`src/rtl/mouse_packet_tracker.sv`:
```
// mouse_packet_tracker
// Decodes 3-byte PS/2 mouse packets coming from the byte receiver. Each packet's
// signed X/Y deltas are added to screen coordinates, and the result is clamped to
// 0..MAX_X and 0..MAX_Y. The block also reports button levels, click pulses and a
// per-packet event strobe.
//
// Ports
//   clk          system clock, rising edge
//   rst          asynchronous reset, active low
//   rx_data      byte from the PS/2 receiver
//   rx_valid     one-cycle strobe qualifying rx_data
//   setx, sety   load xpos / ypos from set_value (clamped to range)
//   set_value    load value
//   xpos, ypos   current position (ypos 0 = top of screen)
//   left, right, middle       button levels from the last packet
//   left_click, right_click   one-cycle pulse on a press
//   new_event    one-cycle pulse per processed packet
//   sync_err     one-cycle pulse on a framing error or an inter-byte timeout
//
// state   | meaning
// WAIT_B0 | idle, next byte must be a header (bit 3 set)
// WAIT_B1 | header held, waiting for the X delta byte
// WAIT_B2 | X byte held, waiting for the Y delta byte

module mouse_packet_tracker #(
    parameter int POS_W       = 12,
    parameter int MAX_X       = 799,
    parameter int MAX_Y       = 599,
    parameter int TIMEOUT_CYC = 100000
) (
    input  logic             clk,
    input  logic             rst,
    input  logic [7:0]       rx_data,
    input  logic             rx_valid,
    input  logic             setx,
    input  logic             sety,
    input  logic [POS_W-1:0] set_value,
    output logic [POS_W-1:0] xpos,
    output logic [POS_W-1:0] ypos,
    output logic             left,
    output logic             right,
    output logic             middle,
    output logic             left_click,
    output logic             right_click,
    output logic             new_event,
    output logic             sync_err
);

    localparam logic [1:0] WAIT_B0 = 2'd0;
    localparam logic [1:0] WAIT_B1 = 2'd1;
    localparam logic [1:0] WAIT_B2 = 2'd2;

    localparam int CNT_W = $clog2(TIMEOUT_CYC + 1);
    localparam logic [CNT_W-1:0]        TMO_LOAD = CNT_W'(TIMEOUT_CYC);
    localparam logic [POS_W-1:0]        MAX_X_P  = POS_W'(MAX_X);
    localparam logic [POS_W-1:0]        MAX_Y_P  = POS_W'(MAX_Y);
    localparam logic signed [POS_W+1:0] MAX_X_S  = (POS_W+2)'(MAX_X);
    localparam logic signed [POS_W+1:0] MAX_Y_S  = (POS_W+2)'(MAX_Y);

    logic [1:0]       state;
    logic [CNT_W-1:0] tmo_cnt;
    // Header bit 3 is always 1 in an accepted header, so it is not stored.
    // hdr = {YO, XO, YS, XS, M, R, L}
    logic [6:0]       hdr;
    logic [7:0]       b1;
    logic [7:0]       b2;
    logic             pending;

    logic                    expire;
    logic                    in_b0;
    logic                    take_b0;
    logic                    bad_b0;
    logic signed [8:0]       dx9;
    logic signed [8:0]       dy9;
    logic signed [POS_W+1:0] x_sum;
    logic signed [POS_W+1:0] y_sum;
    logic [POS_W-1:0]        x_upd;
    logic [POS_W-1:0]        y_upd;

    // An expiring packet and a byte arriving in the same cycle: the byte is
    // judged as a fresh header.
    assign expire  = ((state == WAIT_B1) || (state == WAIT_B2)) && (tmo_cnt == '0);
    assign in_b0   = !((state == WAIT_B1) || (state == WAIT_B2)) || expire;
    assign take_b0 = rx_valid && in_b0 && rx_data[3];
    assign bad_b0  = rx_valid && in_b0 && !rx_data[3];

    always_comb begin
        dx9   = hdr[5] ? 9'sd0 : $signed({hdr[3], b1});
        dy9   = hdr[6] ? 9'sd0 : $signed({hdr[4], b2});
        x_sum = $signed({2'b00, xpos}) + {{(POS_W-7){dx9[8]}}, dx9};
        // PS/2 Y grows upward and screen Y grows downward.
        y_sum = $signed({2'b00, ypos}) - {{(POS_W-7){dy9[8]}}, dy9};
        if (x_sum[POS_W+1])
            x_upd = '0;
        else if (x_sum > MAX_X_S)
            x_upd = MAX_X_P;
        else
            x_upd = x_sum[POS_W-1:0];
        if (y_sum[POS_W+1])
            y_upd = '0;
        else if (y_sum > MAX_Y_S)
            y_upd = MAX_Y_P;
        else
            y_upd = y_sum[POS_W-1:0];
    end

    always_ff @(posedge clk or negedge rst) begin
        if (!rst) begin
            state    <= WAIT_B0;
            tmo_cnt  <= '0;
            hdr      <= '0;
            b1       <= '0;
            b2       <= '0;
            pending  <= 1'b0;
            sync_err <= 1'b0;
        end else begin
            pending  <= 1'b0;
            sync_err <= expire || bad_b0;
            if (in_b0) begin
                if (take_b0) begin
                    hdr     <= {rx_data[7:4], rx_data[2:0]};
                    state   <= WAIT_B1;
                    tmo_cnt <= TMO_LOAD;
                end else begin
                    state   <= WAIT_B0;
                    tmo_cnt <= '0;
                end
            end else if (rx_valid) begin
                if (state == WAIT_B1) begin
                    b1      <= rx_data;
                    state   <= WAIT_B2;
                    tmo_cnt <= TMO_LOAD;
                end else begin
                    b2      <= rx_data;
                    pending <= 1'b1;
                    state   <= WAIT_B0;
                    tmo_cnt <= '0;
                end
            end else begin
                tmo_cnt <= tmo_cnt - CNT_W'(1);
            end
        end
    end

    always_ff @(posedge clk or negedge rst) begin
        if (!rst) begin
            xpos        <= '0;
            ypos        <= '0;
            left        <= 1'b0;
            right       <= 1'b0;
            middle      <= 1'b0;
            left_click  <= 1'b0;
            right_click <= 1'b0;
            new_event   <= 1'b0;
        end else begin
            left_click  <= 1'b0;
            right_click <= 1'b0;
            new_event   <= 1'b0;
            if (pending) begin
                left        <= hdr[0];
                right       <= hdr[1];
                middle      <= hdr[2];
                left_click  <= hdr[0] & ~left;
                right_click <= hdr[1] & ~right;
                new_event   <= 1'b1;
                xpos        <= x_upd;
                ypos        <= y_upd;
            end
            // A direct load overrides any packet motion on that axis.
            if (setx)
                xpos <= (set_value > MAX_X_P) ? MAX_X_P : set_value;
            if (sety)
                ypos <= (set_value > MAX_Y_P) ? MAX_Y_P : set_value;
        end
    end

endmodule

```
`config.mk`:
```
export PLATFORM = sky130hd
export DESIGN_NAME = mouse_packet_tracker
export DESIGN_NICKNAME = d
export VERILOG_FILES = /design/src/rtl/mouse_packet_tracker.sv
export SDC_FILE = /design/constraint.sdc
export NUM_CORES = 1
export LEC_CHECK = 0
export ABC_AREA = 1
export CORE_UTILIZATION = 25
export DETAILED_ROUTE_END_ITERATION = 10
export SLEW_MARGIN = 15
export SYNTH_ARGS = -nofsm -noshare
export SYNTH_HDL_FRONTEND = slang
export SYNTH_SLANG_ARGS = --single-unit
```
`constraint.sdc`:
```
create_clock -name clk -period 3.49 [get_ports clk]
set_clock_uncertainty 0.05 [all_clocks]
set_input_delay 0.5235 -clock clk [delete_from_list [all_inputs] [get_ports clk]]
set_output_delay 0.5235 -clock clk [all_outputs]
set_load 0.1 [all_outputs]
```
==> summary.md, run 1 <==
| Metric | Value |
|---|---|
| Status | finished, final reports clean |
| Vias in the first global route | 4497 |
| I/O Pins | 56 |
| Synth top area share | 0.359 |
| Register clock-pin slew on the reported worst setup and hold paths | 0.07 ns |
| Sequential cell area | between 1500 and 2000 um2 |
| Final net count | approximately 830 |
| Number of post-CTS setup repair buffers | 0 |
| Slew Viols, Final | 0 |
| Seq cells post-synth | 74 |
| Number of setup violations in the final report | 0 |
| Unrepaired setup endpoints after global routing | false |
| Antenna violations before repair | 0 |
| Share of cells above drive strength 1 | 0.104 |
| Horiz. Die Dim | around 150 um |
| Minimum clock period | roughly 2.8 ns |
| Hold Buf Count CTS | 0 |
| Ys async rst share | 1.00 |
| DR iter-0 viols | roughly 260 |
| Die height | 146 um |
| Synth area leader | dfrtp_1 |
| Most common cell after layout, fill and taps aside | nand2_1 |
| Overflow after GRT | 0 |
| Leakage | 0.00321 uW |
| Max-Cap Viols | 0 |
| Sink Count | between 70 and 80 |
| Setup crit start kind | flop |
| Design area | between 6000 and 7000 um2 |
| DR DRC count | 0 |
| Sequential fraction of the synthesis area | 0.359 |
| Worst Setup Path Type | flop to flop |
| Pwr Density | slightly below 800 nW/um2 |
| EDFF count, synth | 0 |
| Wire length per cell | between 10 and 15 um |
| DRT Pass-1 Iters | 5 |
| Area of the core | 20200 um2 |
| Clock Latency Late Sink | approximately 0.34 ns |
| DPL Wire Length | 10700 um |
| Hold crit path type | input port to asynchronous set/reset pin |
| Largest net degree at the start of global routing | 75 |
| Crit Path Max Fanout | 10 |
| Rows | 52 |
| TritonCTS clock tree | yes |
| Slew at the pin with the worst max-slew slack | 0.985 ns |
| Ant diodes | 0 |
| Worst EP required | 3.67 ns |
| Top FF cell, synth | dfrtp_1 |
| Synth warnings | 0 |
| DIE AREA | around 21000 um2 |
| Final wirelength | approximately 14000 um |
| DR vias | about 4600 |
| Number of fill cells | roughly 2200 |
| Placed cell area | roughly 6000 um2 |
| Post-CTS Resized | 0 |
| First-pass GRT wire length | around 23000 um |
| Gr usage total | 0.134 |
| Slew headroom | 0.341 |
| Synth top area cells | dfrtp_1, nand2_1, inv_1 |
| Number of vias per cell | ~4.4 |
| Max Clock Freq | ~0.35 GHz |
| Antenna-violating nets left | 0 |
| Area grow syn2layout | 22.2% |
| Syn Nets | 770 |
| Final hold violation count | 0 |
| Crit share post-route | 0.812 |
| Commonest non-fill, non-tap cells in the layout | nand2_1, inv_1, nor2_1 |
| PortBufs | 55 |
| CP endpoint kind | flop |
| Cell Area, Synth | around 5200 um2 |
| TritonCTS buffer count | 9 |
| Post-Synthesis Cells | 714 |
| R2R depth | 17 |
| Mapped Avg Cell Area | between 7 and 8 um2 |
| Worst-case vdd ir drop | approximately 0.00048 V |
| Synth cell types | 42 |
| Area of the multi-input gates | approximately 2800 um2 |
| Starting Density | 0.255 |
| Root buffer cell | clkbuf_16 |
| CP arrival | ~3 ns |
| Clock Path Buffers | 2 |
| Sum Neg Setup Slack | 0 ns |
| H-tree levels | 3 |
| Final RePlAce weighted congestion | 0.833 |
==> final timing paths <==
kind	from	end	slack, ns
max	hdr[5]	xpos[8]	0.66
min	rst	tmo_cnt[13]	0.26
max reg2reg	hdr[5]	xpos[8]	0.66
min reg2reg	tmo_cnt[0]	tmo_cnt[0]	0.38
max in group asynchronous	rst	ypos[4]	2.50
min in group clk	tmo_cnt[0]	tmo_cnt[0]	0.38
==> kinds of logic (layout without fill, tap and decap cells) <==
logic type / after synthesis / in the layout / share of synthesized area
AO/OA/AOI/OAI: 80 / 80 / 0.0869
XOR/XNOR: 23 / 23 / 0.0391
adder cells (fa/ha/maj): 31 / 31 / 0.0781
buffers and inverters: 122 / 186 / 0.0929
flip-flops: 74 / 74 / 0.359
AND/OR/NAND/NOR: 384 / 384 / 0.344
==> synth_stat cells (2+ instances only) <==
master	number
nand2_1	184
inv_1	103
nor2_1	93
dfrtp_1	74
nand3_1	46
o21ai_0	31
ha_1	29
a21oi_1	23
nand2_2	18
xor2_1	15
inv_2	10
nand3_2	10
nand4_1	10
o21ai_1	10
xnor2_1	8
a21oi_2	5
and2_1	3
buf_4	3
nand3_4	3
nor2_2	3
nor3_2	3
buf_2	2
clkbuf_1	2
fa_1	2
nand2_4	2
nand3b_1	2
nor2_4	2
nor3_1	2
o21a_1	2
o21bai_1	2
==> area by class of cell <==
cell class,instances,area share
clock buffers,9,0.0357
clock inverters,7,0.0133
inverters,114,0.0679
multi-input cells,518,0.448
flip-flops and latches,74,0.294
well taps,270,0.0536
repair buffers,56,0.0870
==> registers in the layout, summed over array words and instances (netlist names), 2 cells and up <==
signal   flops
tmo_cnt     17
xpos        12
ypos        12
b1           8
b2           8
hdr          7
state        2
==> power breakdown <==
group,internal [uW],switching [uW],total (uW)
sequential,1050,165,1220
clock,568,397,965
combinational,866,1890,2750
==> critical path, stage by stage (launching register included) <==
cell     delay [ns]
dfrtp_1        0.51
nor2_1         0.12
ha_1           0.23
fa_1           0.41
nand3_1        0.09
nand3_1        0.13
nand2_1        0.09
nand2_1        0.13
a21oi_2        0.17
inv_1          0.05
nand2_1        0.05
nand2_1        0.05
nor2_2         0.18
nand3_2        0.16
nand2_2        0.12
nand2_1        0.05
nand2_1        0.07
nand2_1        0.05
==> per-stage QoR <==
stage	power [uW]	setup WS, ns	std cells	hold slack [ns]	util
detailed placement	3980	0.676	1032	0.370	0.296
global route	5350	0.343	1048	0.336	0.311
global placement	3950	0.711	1032	0.366	0.296
CTS	4970	0.665	1048	0.320	0.311
floorplan	3350	0.582	714	0.178	-
finish	4940	0.656	1048	0.259	0.311
==> metal layers <==
layer	share of wire	up-vias	track usage
met3	0.043	8	0.0329
li1	-	2368	-
met4	0.0079	0	0.0247
met1	0.51	2165	0.191
met2	0.44	108	0.207
met5	0	-	0
No activity file was read; power rests on OpenSTA's default activity.
==> run 2, diff against run 1 <==
==> constraint.sdc (replaced) <==
create_clock -name clk -period 2.35 [get_ports clk]
set_clock_uncertainty 0.05 [all_clocks]
set_input_delay 0.3525 -clock clk [delete_from_list [all_inputs] [get_ports clk]]
set_output_delay 0.3525 -clock clk [all_outputs]
set_load 0.1 [all_outputs]
==> run 2 against run 1 <==
The run now ends with hold timing, setup timing left. Flip-flop and latch count stayed put. Sequential share of layout area is 5.0 points lower. Global-route usage up 0.99 points. Critical path depth rose by 1. First-iteration DRC count increased by 6.5%. Core utilization up 7.2 points. Wire length increased by 10%. Combinational power rose by 130%. Register-to-register slack lost 0.79 ns. Clock-buffer cell count is the same. Critical endpoint is now ypos[6]. Largest power group unchanged.
==> summary.md, run 2 (synthesis results as in run 1) <==
| Metric | Value |
|---|---|
| Worst path top cell family by delay | simple AND/OR/NAND/NOR gates |
| DR iter-0 viols | 278 (+6.5%) |
| CP max stage cell | dfrtp_1 |
| Sink Count | 74 (unchanged) |
| Slew at the pin with the worst max-slew slack | 0.651 ns (-0.335 ns) |
| Starting Density | 0.255 (unchanged) |
| Hold crit path type | input port to asynchronous set/reset pin |
| Share of cells above drive strength 1 | 0.393 (+0.289) |
| Worst-case vdd ir drop | 0.000474 V (-1.2%) |
| Vias in the first global route | 4886 (+8.7%) |
| Number of setup violations in the final report | 20 (+20) |
| Gr usage total | 0.144 (+0.00988) |
| Clock Latency Late Sink | 0.34 ns (about the same) |
| Antenna-violating nets left | 0 (unchanged) |
| Worst EP required | 2.52 ns (-1.15 ns) |
| CP arrival | 2.65 ns (-0.36 ns) |
| DPL Wire Length | 11300 um (+5.5%) |
| Antenna violations before repair | 0 (unchanged) |
| Number of fill cells | 2040 (-7.1%) |
| Area grow syn2layout | 50.6% |
| Setup crit start kind | flop |
| TritonCTS clock tree | yes |
| CP cell instances | inv_2 -> buf_8 -> nand2_2 -> ha_4 -> buf_4 -> nand2_1 -> nor2_1 -> nand3_1 -> nand3_1 -> nand2_1 -> nand2_1 -> nand2_2 -> nor2_4 -> nand3_4 -> nand3_4 -> nand3_2 -> nand2_2 -> nand3_2 |
| Status | finished with violations |
| Largest net degree at the start of global routing | 50 (-33%) |
| Slew Viols, Final | 0 (unchanged) |
| Unrepaired setup endpoints after global routing | true |
| Rows | 52 (unchanged) |
| Area of the multi-input gates | 3580 um2 (+27%) |
| Register clock-pin slew on the reported worst setup and hold paths | 0.07 ns (about the same) |
| First-pass GRT wire length | 24400 um (+7.3%) |
| Number of vias per cell | 4.31 (-2.8%) |
| Crit share post-route | 1.06 (+0.244) |
| Final hold slack | -0.0185 ns (-0.278 ns) |
| Largest register FFs | 17 (unchanged) |
| Worst path max stage delay | 0.39 ns (-0.12 ns) |
| Pwr Density | 1230 nW/um2 (+57%) |
| Placed cell area | 6550 um2 (+9.3%) |
| Most common cell after layout, fill and taps aside | nand2_1 |
| Most flop-heavy register | tmo_cnt |
| DRT Pass-1 Iters | 4 (-1) |
| Design area | 7770 um2 (+23%) |
| Ant diodes | 0 (unchanged) |
| Leakage | 0.00377 uW (+17%) |
| Wire length per cell | 13.1 um (+0.96%) |
| Worst Path Buf+Inv | 3 (+2) |
| Tot Pwr | 9550 uW (+93%) |
| DR vias | 4929 (+6.0%) |
| Overflow after GRT | 0 (unchanged) |
| Max-Cap Viols | 0 (unchanged) |
| PortBufs | 55 (unchanged) |
| Minimum clock period | 2.48 ns (-0.352 ns) |
| Failing checks | hold timing, setup timing |
| Setup ws final | -0.132 ns (-0.788 ns) |
| Crit Path Max Fanout | 7 (-3) |
| Area of the core | 20200 um2 (unchanged) |
| Commonest non-fill, non-tap cells in the layout | nand2_1, buf_4, inv_1 |
| Final wirelength | 15000 um (+10%) |
| Clock Path Buffers | 2 (unchanged) |
| Final hold violation count | 15 (+15) |
| Root buffer cell | clkbuf_16 |
| TritonCTS buffer count | 9 (unchanged) |
| I/O Pins | 56 (unchanged) |
| Final net count | 924 (+11%) |
| Horiz. Die Dim | 146 um (unchanged) |
| Max Clock Freq | 0.403 GHz (+14%) |
| Sequential cell area | 1890 um2 (+2.2%) |
| Slew headroom | 0.566 (+0.225) |
| Biggest regs | tmo_cnt x17, xpos x12, ypos x12 |
| DIE AREA | 21200 um2 (unchanged) |
| H-tree levels | 3 (unchanged) |
| DR DRC count | 0 (unchanged) |
| Worst Setup Path Type | flop to flop |
| CP endpoint kind | flop |
| Die height | 146 um (unchanged) |
| Final RePlAce weighted congestion | 0.874 (+4.8%) |
[run 2: cell types whose count changed in the layout (fill, tap and decap cells not counted), moves of 8 or more]
cell / change
nor2_1: -19
buf_4: +117
ha_4: +21
clkdlybuf4s50_1: -28
dfrtp_1: -25
nand2_2: +27
nand3_1: -12
nand2_4: +10
nand2_1: -39
ha_1: -21
dfrtp_2: +21
nand3_2: +8
nor2_4: +13
[run 2: worst register-to-register path, stage by stage (launching register included)]
cell and delay [ns]:
dfrtp_1 0.39, inv_2 0.10, buf_8 0.15, nand2_2 0.08
ha_4 0.29, buf_4 0.11, nand2_1 0.04, nor2_1 0.11
nand3_1 0.12, nand3_1 0.11, nand2_1 0.05, nand2_1 0.07
nand2_2 0.09, nor2_4 0.13, nand3_4 0.11, nand3_4 0.14
nand3_2 0.09, nand2_2 0.06, nand3_2 0.06
[run 2: layout make-up]
type,count,share of cell area
multi-input cells,519,0.460
flip-flops and latches,74,0.244
repair buffers,150,0.156
clock buffers,9,0.0290
well taps,270,0.0435
inverters,114,0.0561
clock inverters,7,0.0108
[run 2: final timing paths]
path                            start  cells after the start          to  slack (ns)
hold / removal                    rst                      1  tmo_cnt[1]       -0.02
setup / recovery               hdr[6]                     18     ypos[6]       -0.13
hold reg to reg            tmo_cnt[0]                      1  tmo_cnt[0]        0.37
max in group asynchronous         rst                      2      middle        1.62
min in group clk           tmo_cnt[0]                      1  tmo_cnt[0]        0.37
setup reg to reg               hdr[6]                     18     ypos[6]       -0.13
[run 2: metal layers]
metal / routed length [um] / track usage / share of wire / vias up
li1: - / - / - / 2555
met1: 7310 / 0.200 / 0.49 / 2268
met2: 6910 / 0.230 / 0.46 / 89
met3: 529 / 0.0282 / 0.035 / 17
met4: 246 / 0.0347 / 0.016 / 0
met5: 0 / 0 / 0 / -
[run 2: power breakdown]
part           switching, uW  total (uW)  internal [uW]
Clock                    604        1450            843
Sequential               285        1870           1590
Combinational           3620        6230           2620
Total                   4510        9550           5040
[run 2: timing repair]
| action | 4_1_cts | 5_1_grt |
|---|---|---|
| hold buffers | 0 | 0 |
| setup endpoints to repair | 20 | 20 |
| pin swaps | 50 | 43 |
| buffers inserted | 16 | 7 |
| resized for setup | 88 | 62 |
| gates cloned | 1 | 0 |
[run 2: per-stage QoR]
| step | cells | util | setup TNS (ns) | setup WS (ns) |
|---|---|---|---|---|
| after floorplan | 714 | - | -0.244 | -0.0373 |
| after global placement | 1103 | 0.324 | -2.75 | -0.195 |
| after detailed placement | 1103 | 0.324 | -3.71 | -0.246 |
| after CTS | 1136 | 0.367 | -1.11 | -0.0951 |
| after global routing | 1143 | 0.384 | -5.01 | -0.322 |
| final | 1143 | 0.384 | -1.69 | -0.132 |
==> patch 1 (settings of run 2) <==
The parameter `MAX_X` goes from 799 to 599.
--- a/src/rtl/mouse_packet_tracker.sv
+++ b/src/rtl/mouse_packet_tracker.sv
@@ -24,7 +24,7 @@
 
 module mouse_packet_tracker #(
     parameter int POS_W       = 12,
-    parameter int MAX_X       = 799,
+    parameter int MAX_X       = 599,
     parameter int MAX_Y       = 599,
     parameter int TIMEOUT_CYC = 100000
 ) (
Behaviour: not the same (Yosys sat finds a counterexample within 4 cycles, from zero or initial values and one cycle with rst low).
==> patch 1 against run 2 <==
  * The run ends with setup timing left
  * Combinational power fell by 1%
  * Total power fell by 0.54%
  * Sequential cell count did not move
  * Setup slack got worse by 6.7 ps
  * Non-clock buffer count fell by 10
  * Area after synthesis fell by 1.2%
  * Final area fell by 2.7%
  * Wire length rose by 2.4%
  * Critical path type unchanged
==> patch 1: results (changes against run 2) <==
Status
  • Status: complete, but fails checks
  • Violated checks: setup timing

Final layout
  • Final #Nets: 918 (-0.65%)
  • Share of layout cells above drive strength 1: 0.343 (-0.0503)
  • Fill cell count: 2,007 (-1.6%)
  • Final std cells w/o fill: 1,132 (-0.96%)

Synth
  • Unique masters post-synth: 40 (-4.8%)
  • Synth cell count leaders: nand2_1 (223), inv_1 (106), dfrtp_1 (74), nor2_1 (72), nand3_1 (57)
  • Synth Net Count: 776 (+0.78%)
  • Post-Synth Adder-Cell Area: 0.0791 (+0.000960)
  • Register area share after synthesis: 0.364 (+0.00441)
  • Synth Area in Compound Gates: 0.0872 (+0.000330)
  • Cell count after synthesis: 720 (+0.84%)
  • Synth top area cells: dfrtp_1 (36%), nand2_1 (16%), inv_1 (7.8%)
  • Post-synthesis xor/xnor area fraction: 0.0292 (-0.00984)

GRT
  • GRT Resource Usage Total: 0.148 (+0.00353)
  • Vias in the first global route: 4,692 (-4.0%)
  • Largest net degree at the start of global routing: 43 (-14%)
  • First-pass GRT wire length: 23.8 mm (-2.4%)

STA
  • Worst-margin pin slew: 587 ps (-64.0 ps)
  • Fin worst setup slack: -139 ps (-6.73 ps)
  • Final setup fails: 17 (-15%)
  • Setup TNS: -1170 ps (+524 ps)

Clock network
  • Clock buffer depth: 2 (unchanged)
  • # hold bufs at CTS: 1 (+1)
  • Resize count post-CTS: 77 (-13%)
  • Setup repair bufs after CTS: 12 (-4)

Drt
  • DR vias: 4,979 (+1.0%)
  • Drt wl/cell: 13.6 um (+3.4%)
  • Metal1 wirelength: 7.30 mm (-0.21%)
  • Met3 WL: 529 um (unchanged)
  • Met2 WL: 7.33 mm (+6.0%)
  • Detailed Routing Iterations Pass 1: 7 (+3)
  • Drt initial violations: 289 (+4.0%)

Hold path
  • Hold Crit Class: flop to flop
  • HP Start: tmo_cnt[0]

Worst setup path
  • Arr. time, crit path: 2700 ps (+50 ps)

Power
  • Max rail drop VDD: 0.000482 V (+1.8%)
  • Int Pwr: 5.00 mW (-0.96%)
  • Leakage: 3.72 nW (-1.2%)
  • Comb. pwr: 6.15 mW (-1%)
  • Sequential cell power: 1.91 mW (+2%)

Place
  • DPL Wire Length: 11.3 mm (-0.60%)
  • GPL Wtd Cong: 0.827 (-5.3%)
## patch 1: changes by cell type in the layout (fill, tap and decap cells not counted), sizes merged, moves of 3 or more
cell,delta
nand2,+31
nor2,-25
buf,-11
or2,+6
inv,-5
nor3,+4
xor2,-4
a22oi,+3
o21ai,-3
## patch 1: final cells by class
class	count	area, um2	share of cell area
clock buffers	9	225	0.0298
clock inverters	7	83.8	0.0111
inverters	109	410	0.0543
multi-input cells	528	3450	0.457
flip-flops and latches	74	1890	0.250
well taps	265	332	0.0439
repair buffers	140	1160	0.154
## patch 1: metrics by stage
stage / power, mW / cell area [um2] / setup slack, ps / utilization / hold slack (ps)
global placement: 6.73 / 6390 / -143 / 0.324 / 342
detailed placement: 6.78 / 6390 / -226 / 0.324 / 343
global route: 10.2 / 7560 / -277 / 0.383 / 392
finish: 9.50 / 7560 / -139 / 0.383 / 377
CTS: 8.96 / 7220 / -40.4 / 0.366 / 378
floorplan: 5.16 / 5160 / -13.7 / - / 6.91
## patch 1: critical path: stages (launching register included)
cell and delay [ps]:
dfrtp_1 400, clkinv_2 90, buf_8 150, nand2_4 60, ha_4 260, or2_4 250, nand3_4 90, nand2_4 70
nand2_4 80, buf_6 90, nand4_1 170, a21oi_4 290, buf_12 150, nand2_2 50, a21oi_2 140
## patch 1: final timing paths
kind	to	slack, ps	depth (start not counted)
setup reg to reg	ypos[1]	-140	14
setup / recovery	ypos[1]	-140	14
hold / removal	tmo_cnt[0]	380	1
min in group asynchronous	middle	510	2
max in group asynchronous	tmo_cnt[8]	1130	3
hold reg to reg	tmo_cnt[0]	380	1
## patch 1: metal layers
layer | GRT usage | vias up
li1 | - | 2553
met5 | 0 | -
met1 | 0.197 | 2324
met4 | 0.0327 | 0
met2 | 0.247 | 87
met3 | 0.0270 | 15
==> patch 2 (flow settings as in run 2) <==
Made on the original files. Register the output `sync_err` once more, cleared by the reset; this adds one clock of latency there. The other outputs are not delayed to match. Comments in the files are not updated.
--- a/src/rtl/mouse_packet_tracker.sv
+++ b/src/rtl/mouse_packet_tracker.sv
@@ -57,6 +57,8 @@
     localparam logic signed [POS_W+1:0] MAX_X_S  = (POS_W+2)'(MAX_X);
     localparam logic signed [POS_W+1:0] MAX_Y_S  = (POS_W+2)'(MAX_Y);
 
+    logic sync_err_s0;
+
     logic [1:0]       state;
     logic [CNT_W-1:0] tmo_cnt;
     // Header bit 3 is always 1 in an accepted header, so it is not stored.
@@ -112,10 +114,10 @@
             b1       <= '0;
             b2       <= '0;
             pending  <= 1'b0;
-            sync_err <= 1'b0;
+            sync_err_s0 <= 1'b0;
         end else begin
             pending  <= 1'b0;
-            sync_err <= expire || bad_b0;
+            sync_err_s0 <= expire || bad_b0;
             if (in_b0) begin
                 if (take_b0) begin
                     hdr     <= {rx_data[7:4], rx_data[2:0]};
@@ -174,5 +176,13 @@
         end
     end
 
+    always_ff @(posedge clk or negedge rst) begin
+        if (!rst) begin
+            sync_err <= '0;
+        end else begin
+            sync_err <= sync_err_s0;
+        end
+    end
+
 endmodule
 
Behaviour: not the same (a bounded check fails within 4 cycles, from zero or initial values and one cycle with rst low).
==> patch 2 against run 2 <==
  * The run ends with setup timing left
  * Final area grew 1.2%
  * Total power grew 1.1%
  * Setup slack lost 29 ps
  * Sequential cell count grew 1
  * Critical path depth is the same
  * Synthesized cell count grew 0.14%
  * Area after synthesis grew 0.49%
  * Wire length grew 3.1%
  * Count of clock-buffer cells in the layout grew 1
  * Critical path type unchanged
==> patch 2: results (changes against run 2) <==
Place
  • Port Buffers: 55 (unchanged)
  • DPL Wire Length: 11.5 mm (+1.8%)
  • GPL Wtd Cong: 0.836 (-4.4%)
  • Dpl ws: -241 ps (+4.41 ps)
  • Placed insts: 1,100 (-0.27%)
  • Placed instance area: 0.00655 mm2 (+0.11%)

Hold path
  • Hold Crit Class: flop to flop

Clock network
  • Worst-Skew Late Latency: 330 ps
  • Clock buffer depth: 2 (unchanged)
  • H-tree Lvls: 3 (unchanged)
  • CTS root buffer: clkbuf_16
  • CTS buffer count: 9 (unchanged)
  • Clk slew on worst S/H paths: 60 ps

GRT
  • Largest net degree at the start of global routing: 40 (-20%)
  • GRT Resource Usage Total: 0.145 (+0.000980)
  • Antenna violations before repair: 0 (unchanged)
  • First-pass GRT wire length: 24.7 mm (+1.4%)

STA
  • Final setup fails: 20 (unchanged)
  • Setup TNS: -2600 ps (-912 ps)
  • Rel. slew slack: 0.592 (+0.0264)
  • Final hold violation count: 0 (-15)
  • Fin worst setup slack: -161 ps (-29.0 ps)

Synth
  • Synth cell count leaders: nand2_1 (184), inv_1 (103), nor2_1 (93), dfrtp_1 (75), nand3_1 (46)
  • YS warnings: 0 (unchanged)
  • Synth Net Count: 771 (+0.13%)
  • Synth top area cells: dfrtp_1 (36%), nand2_1 (13%), inv_1 (7.5%)
  • Post-synth top flop: dfrtp_1
  • Unique masters post-synth: 42 (unchanged)
  • Mean area per synthesized cell: 7.25 um2 (+0.34%)
  • Register area share after synthesis: 0.362 (+0.00310)
  • Post-synth ARST share: 1.00 (unchanged)

Worst setup path
  • R2R Path Start: hdr[6]
  • Critical path class: flop to flop
  • CP max FO: 6 (-1)
  • RR Endpoint: ypos[6]
  • R2R cell count: 18 (unchanged)
  • Arr. time, crit path: 2670 ps (+20 ps)

Final layout
  • Fill cell count: 2,047 (+0.34%)
  • Final #Nets: 919 (-0.54%)
  • Largest regs: tmo_cnt: 17 flops, xpos: 12 flops, ypos: 12 flops
  • Antenna diodes: 0 (unchanged)
  • Share of layout cells above drive strength 1: 0.427 (+0.0339)

Status
  • Status: complete, but fails checks
  • Violated checks: setup timing

Power
  • Leakage: 3.83 nW (+1.7%)
  • Max rail drop VDD: 0.000489 V (+3.3%)

Drt
  • Drt initial violations: 243 (-13%)
  • Drt wl/cell: 13.6 um (+3.6%)
  • Detailed Routing Iterations Pass 1: 4 (unchanged)
  • Drt total wl: 15.5 mm (+3.1%)
  • DR vias: 4,982 (+1.1%)
-- patch 2: layout make-up --
cell class | count | area (um2) | share of cell area
multi-input combinational | 519 | 3710 | 0.472
sequential | 75 | 1920 | 0.244
timing repair buffer | 144 | 1200 | 0.152
inverter | 114 | 430 | 0.0548
tap | 270 | 338 | 0.0430
clock buffer | 10 | 229 | 0.0291
clock inverter | 5 | 40.0 | 0.00509
-- patch 2: routing by layer --
metal,wire length (um),vias up,GRT usage
met4,210,0,0.0337
met3,547,14,0.0298
met1,7340,2334,0.198
met5,0,-,0
li1,-,2557,-
met2,7370,77,0.234
-- patch 2: critical path, stage by stage (launching register included) --
cell and delay, ps:
dfrtp_1 400, inv_2 110, buf_8 160, nand2_4 70
ha_4 280, nand2_2 80, nand2_2 70, nand2_2 70
nand2_2 70, a21oi_4 160, nand3b_1 120, nand2_1 110
nand2_2 90, nor2_4 110, nand3_4 100, nand3_4 140
nand3_2 90, nand2_2 70, nand3_2 50
-- patch 2: repair_timing --
item,4_1_cts,5_1_grt
endpoints found under the hold margin,36,0
pin swaps,24,40
cloned,1,0
endpoints found under the setup margin,20,20
resized for setup,72,129
hold buffers,1,0
setup buffers,12,8
-- patch 2: how the worst min path moves through the flow --
stage / from / to / slack (ps) / cells after the start
CTS: sync_err_s0 / sync_err / 300 / 0
finish: sync_err_s0 / sync_err / 300 / 0
detailed placement: sync_err_s0 / sync_err / 290 / 0
global placement: sync_err_s0 / sync_err / 290 / 0
floorplan: rst / b1[0] / 7 / 0
global route: sync_err_s0 / sync_err / 320 / 0
-- patch 2: where the power goes --
group          total, mW  switching [mW]  internal [mW]
logic               6.50            3.84           2.66
registers           1.89           0.284           1.61
clock network       1.27           0.553          0.715
-- patch 2: cells by family after synthesis --
logic type	share of synthesized area
compound gates	0.0865
xor+xnor	0.0389
fa+ha+maj	0.0778
buf+inv	0.0925
flops	0.362
simple gates	0.342
